**config.mk**
```make
export PLATFORM = sky130hd
export DESIGN_NAME = gray_serial_tx
export DESIGN_NICKNAME = d
export VERILOG_FILES = /design/src/rtl/gray_tx_pkg.sv /design/src/rtl/gray_tx_shreg.sv /design/src/rtl/gray_serial_tx.sv
export SDC_FILE = /design/constraint.sdc
export NUM_CORES = 1
export LEC_CHECK = 0
export BUFFER_PORTS_ARGS = -buffer_cell sky130_fd_sc_hd__buf_2
export CORE_ASPECT_RATIO = 1.4
export CORE_UTILIZATION = 58
export DETAILED_ROUTE_END_ITERATION = 10
export PLACE_DENSITY = 0.95
export REMOVE_ABC_BUFFERS = 1
export SLEW_MARGIN = 20
export SYNTH_ARGS = -nofsm -noshare
export SYNTH_HDL_FRONTEND = slang
export SYNTH_HIERARCHICAL = 1
export SYNTH_SLANG_ARGS = --single-unit
```
**constraint.sdc**
```tcl
create_clock -name clk -period 5.72 [get_ports clk]
set_input_delay 0.572 -clock clk [delete_from_list [all_inputs] [get_ports clk]]
set_output_delay 0.572 -clock clk [all_outputs]
set_load 0.02 [all_outputs]
```
**src/rtl/gray_tx_pkg.sv**
```systemverilog
// Shared constants, FSM state type and bit-count clamp for the Gray-coded serial transmitter.
package gray_tx_pkg;

  localparam int unsigned DATA_W = 128;
  localparam int unsigned CH_NUM = 8;
  localparam int unsigned CNT_W  = 16;
  // Wide enough to hold the value DATA_W itself (a full frame).
  localparam int unsigned BL_W   = $clog2(DATA_W + 1);

  typedef enum logic {
    IDLE  = 1'b0,
    SHIFT = 1'b1
  } state_e;

  // Effective bit count: requests beyond the payload width send the whole payload.
  function automatic logic [BL_W-1:0] clamp_count(input logic [CNT_W-1:0] cnt);
    if (cnt > CNT_W'(DATA_W)) begin
      return BL_W'(DATA_W);
    end
    return BL_W'(cnt);
  endfunction

endpackage

```
**src/rtl/gray_tx_shreg.sv**
```systemverilog
// Payload shift register and remaining-bit counter. Holds the bits still to be sent
// after the one currently on the wire, so next_bit_o is the bit for the following cycle.
module gray_tx_shreg
  import gray_tx_pkg::*;
(
  input  logic              clk,
  input  logic              rst_n,
  input  logic              load_i,
  input  logic              shift_i,
  input  logic [DATA_W-1:0] data_i,
  input  logic [BL_W-1:0]   count_i,
  output logic              next_bit_o,
  output logic [BL_W-1:0]   bits_left_o,
  output logic              last_o
);

  logic [DATA_W-1:0] sreg_q, sreg_d;
  logic [BL_W-1:0]   bits_left_q, bits_left_d;

  // The payload MSB goes out directly on load, so the register starts pre-shifted.
  always_comb begin
    sreg_d      = sreg_q;
    bits_left_d = bits_left_q;
    if (load_i) begin
      sreg_d      = data_i << 1;
      bits_left_d = count_i;
    end else if (shift_i) begin
      sreg_d      = sreg_q << 1;
      bits_left_d = bits_left_q - BL_W'(1);
    end
  end

  always_ff @(posedge clk or negedge rst_n) begin
    if (!rst_n) begin
      sreg_q      <= '0;
      bits_left_q <= '0;
    end else begin
      sreg_q      <= sreg_d;
      bits_left_q <= bits_left_d;
    end
  end

  assign next_bit_o  = sreg_q[DATA_W-1];
  assign bits_left_o = bits_left_q;
  assign last_o      = (bits_left_q == BL_W'(1));

endmodule

```
**src/rtl/gray_serial_tx.sv**
```systemverilog
// Serialises one Gray-coded frame MSB-first onto the selected lanes, one bit per clock,
// with frame_done / frame_drop reporting and back-pressure while shifting.
module gray_serial_tx
  import gray_tx_pkg::*;
(
  input  logic              clk,
  input  logic              rst_n,
  input  logic              in_valid,
  output logic              in_ready,
  input  logic [DATA_W-1:0] data_gray,
  input  logic [CH_NUM-1:0] vld_ch,
  input  logic [CNT_W-1:0]  data_count,
  output logic [CH_NUM-1:0] ser_data,
  output logic [CH_NUM-1:0] ser_vld,
  output logic              busy,
  output logic              frame_done,
  output logic              frame_drop
);

  state_e            state_q, state_d;
  logic [CH_NUM-1:0] mask_q, mask_d;
  logic [CH_NUM-1:0] ser_data_d, ser_vld_d;
  logic              busy_d, in_ready_d, frame_done_d, frame_drop_d;
  logic              load, shift;
  logic [BL_W-1:0]   eff;
  logic              next_bit;
  logic [BL_W-1:0]   bits_left;
  logic              last;

  assign eff = clamp_count(data_count);

  gray_tx_shreg u_shreg (
    .clk         (clk),
    .rst_n       (rst_n),
    .load_i      (load),
    .shift_i     (shift),
    .data_i      (data_gray),
    .count_i     (eff),
    .next_bit_o  (next_bit),
    .bits_left_o (bits_left),
    .last_o      (last)
  );

  // Outputs are computed for the cycle after the edge, so every port is a flop.
  always_comb begin
    state_d      = state_q;
    mask_d       = mask_q;
    load         = 1'b0;
    shift        = 1'b0;
    ser_data_d   = '0;
    ser_vld_d    = '0;
    frame_done_d = 1'b0;
    frame_drop_d = 1'b0;
    case (state_q)
      IDLE: begin
        if (in_valid && in_ready) begin
          if (eff == '0 || vld_ch == '0) begin
            frame_drop_d = 1'b1;
          end else begin
            load         = 1'b1;
            mask_d       = vld_ch;
            state_d      = SHIFT;
            ser_vld_d    = vld_ch;
            ser_data_d   = {CH_NUM{data_gray[DATA_W-1]}} & vld_ch;
            frame_done_d = (eff == BL_W'(1));
          end
        end
      end
      SHIFT: begin
        shift = 1'b1;
        if (last) begin
          state_d = IDLE;
        end else begin
          ser_vld_d    = mask_q;
          ser_data_d   = {CH_NUM{next_bit}} & mask_q;
          frame_done_d = (bits_left == BL_W'(2));
        end
      end
      default: state_d = IDLE;
    endcase
    busy_d     = (state_d == SHIFT);
    in_ready_d = (state_d == IDLE);
  end

  always_ff @(posedge clk or negedge rst_n) begin
    if (!rst_n) begin
      state_q    <= IDLE;
      mask_q     <= '0;
      ser_data   <= '0;
      ser_vld    <= '0;
      busy       <= 1'b0;
      in_ready   <= 1'b1;
      frame_done <= 1'b0;
      frame_drop <= 1'b0;
    end else begin
      state_q    <= state_d;
      mask_q     <= mask_d;
      ser_data   <= ser_data_d;
      ser_vld    <= ser_vld_d;
      busy       <= busy_d;
      in_ready   <= in_ready_d;
      frame_done <= frame_done_d;
      frame_drop <= frame_drop_d;
    end
  end

endmodule

```
==> summary.txt <==
Critical path fanouts, max - 101
Nets - 997
Worst min path class - in2async
Top-count cell post-synth - dfrtp_1
Post-Synthesis Cells - 691
Worst Path Arrival - 3410 ps
Fillcell total - 892
Post-route DRC - 0
H-tree Lvls - 4
Largest net degree at the start of global routing - 102
Buf+Inv Stages, Crit Path - 2
Clk Latency, worst-skew pair - 420 ps
Area leader, netlist - dfrtp_1
Mapped Avg Cell Area - 10.70 sq um
P&R area growth vs syn - 20.41%
Clock buffer depth - 2
Number of flops mapped to enable cells by yosys - 0
Layout cells sized above 1 - 0.2661
Synth area leaders - dfrtp_1 (55%), mux2i_1 (17%), o21ai_0 (9.2%)
Std cell rows - 48
RSZ-0062 raised after global routing - no
Post-CTS Hold Buffers - 0
Critical path depth in cells - 6
CP Data Required Time - 5960 ps
Cts bufs inserted - 17
Vias per std cell - 5.551
Critical Path End Type - register
Synth Cell Area - 7395 sq um
Slew at the pin with the worst max-slew slack - 889.6 ps
Combined area of the multi-input logic cells - 3097 sq um
Die ar. - 13210 sq um
Final period utilization - 0.5538
Post-synth top area share - 0.5482
Port buffer count - 174
Gp weighted congestion - 0.8166
Starting density of the core - 0.5977
I/O pin count - 175
Crit-path slowest cell - buf_4
Slew Limit Fails - 0
Layout Cells excl Fill - 1006
Max-Cap Viols - 0
DR WL/cell - 15.66 microns
CP Launch Point - state_q
CP Cell Sequence - nand3b_1 -> a21oi_1 -> a21boi_4 -> buf_4 -> buf_4 -> o21ai_0
RR Startpoint - state_q
Hold Worst Slack - 223.4 ps
Hpwl dp - 10560 microns
Global-route wire length before repair - 25160 microns
CP top delay family - buffers and inverters
Number of global-route vias before repair - 5496
Post-Route WL - 15760 microns
Relative slew slack - 0.4069
Dominant synthesized flop cell - dfrtp_1
Post-synthesis sequential area ratio - 0.5518
Clk root buf - clkbuf_16
DRT antenna net count - 0
Async set-or-reset flop fraction in the synthesized netlist - 1.000
List of most frequent post-synthesis cells - dfrtp_1 (162), nand2_1 (136), o21ai_0 (136), mux2i_1 (126), clkbuf_1 (31)
Final setup violation count - 0
Post_cts resized - 0
Synthesis Warnings - 6
Via count - 5584
# clock sinks - 163
First DRT Iteration DRCs - 257
# placed instances - 971
Cell repeated most along the worst path - buf_4
GRT Util Overall - 0.2412
Startpoint Class - register
Final Critical Period - 3168 ps
Maximum vdd drop - 0.2660 mV
Sequential Area - 4084 sq um
Status - finished clean
Clock transition at path regs - 60 ps
Post-synthesis register bit count - 163
Max frequency - 315.7 MHz
Initial antenna violation count - 3
CTS tree - done
Pwr/cell area - 512.9 nW/um^2
Leak - 4.534 nW
Synth unique cells - 39
Core ar. - 12370 sq um
Max stage delay on crit path - 730 ps
FF-to-FF path depth - 6
Final Skew - 6.602 ps
Die H - 135.6 microns
Overflow after GRT - 0
Fin. Hold Viols - 0
Chip width - 97.43 microns
Post-CTS Setup Bufs - 0
Total iterations of the first detailed-routing run - 5
Crit Path Class - reg2reg
[cells by family after synthesis]
logic type               share of synthesized area
AND/OR/NAND/NOR                             0.1071
flip-flops                                  0.5518
AO/OA/AOI/OAI                               0.1193
multiplexers                                0.1832
buffers and inverters                      0.03046
XOR/XNOR                                  0.004739
adder cells (fa/ha/maj)                   0.003384
[report_power, final]
part / internal [mW] / switching, mW
combinational: 0.668 / 0.712
sequential: 1.71 / 0.348
clock: 0.660 / 0.471
total: 3.04 / 1.53
[per-layer routing]
layer / track usage / vias up / share of wire
met5: 0 / - / 0
met4: 0.1356 / 0 / 0.040
met3: 0.04386 / 48 / 0.042
met2: 0.4235 / 183 / 0.52
met1: 0.2780 / 2640 / 0.39
li1: - / 2713 / -
[final timing paths]
check                                 endpoint  slack [ps]
min in group clk            u_shreg/sreg_q[31]         360
setup reg to reg            u_shreg/sreg_q[17]        2550
setup / recovery            u_shreg/sreg_q[17]        2550
hold / removal              u_shreg/sreg_q[52]         220
max in group asynchronous  u_shreg/sreg_q[100]        4150
hold reg to reg                     ser_vld[5]         530
[state kept, by name (all words and copies together), names as in the netlist]
register	cells
in_ready	1
frame_done	1
frame_drop	1
ser_data	8
u_shreg/bits_left_o	8
u_shreg/sreg_q	127
ser_vld	8
mask_q	8
state_q	1
[layout make-up]
class | instances | area share
Antenna cell | 3 | 0.0008432
Multi-Input combinational cell | 474 | 0.3478
Sequential cell | 163 | 0.4587
Timing Repair Buffer | 180 | 0.1036
Tap cell | 150 | 0.02108
Inverter | 4 | 0.001686
Clock buffer | 18 | 0.04933
Clock inverter | 14 | 0.01700
[cell usage in the layout, fill, tap and decap left out, types with 2 or more instances in the layout]
cell type / synthesis / routed
a22o_1: 8 / 8
a32o_1: 8 / 8
and2_1: 8 / 8
buf_2: 12 / 173
buf_4: 0 / 6
bufinv_16: 0 / 2
clkbuf_16: 0 / 17
clkinv_2: 0 / 3
clkinv_4: 0 / 2
clkinvlp_4: 0 / 2
dfrtp_1: 162 / 161
diode_2: 0 / 3
ha_1: 2 / 2
inv_1: 4 / 4
inv_6: 0 / 5
mux2_2: 7 / 7
mux2i_1: 126 / 126
nand2_1: 136 / 136
nand2b_1: 2 / 2
nand3_1: 4 / 4
nand3b_1: 2 / 2
nor2_1: 2 / 2
nor2b_1: 3 / 3
nor4_1: 6 / 6
nor4b_1: 2 / 2
o21ai_0: 136 / 136
o31a_1: 2 / 2
or4_1: 3 / 3
xnor2_1: 2 / 2
xor2_1: 2 / 2
[per-stage QoR]
| step | setup WS (ps) | TNS (ps) | util | area [sq um] | total power [mW] |
|---|---|---|---|---|---|
| final | 2552 | 0 | 0.7197 | 8904 | 4.566 |
| after global routing | 2238 | 0 | 0.7197 | 8904 | 4.852 |
| after CTS | 2549 | 0 | 0.7191 | 8896 | 4.588 |
| after detailed placement | 2619 | 0 | 0.6713 | 8305 | 3.439 |
| after global placement | 2730 | 0 | 0.6713 | 8305 | 3.330 |
| after floorplan | -3643 | -577820 | - | 7184 | 3.180 |
Power figures use the tool's default switching activity.
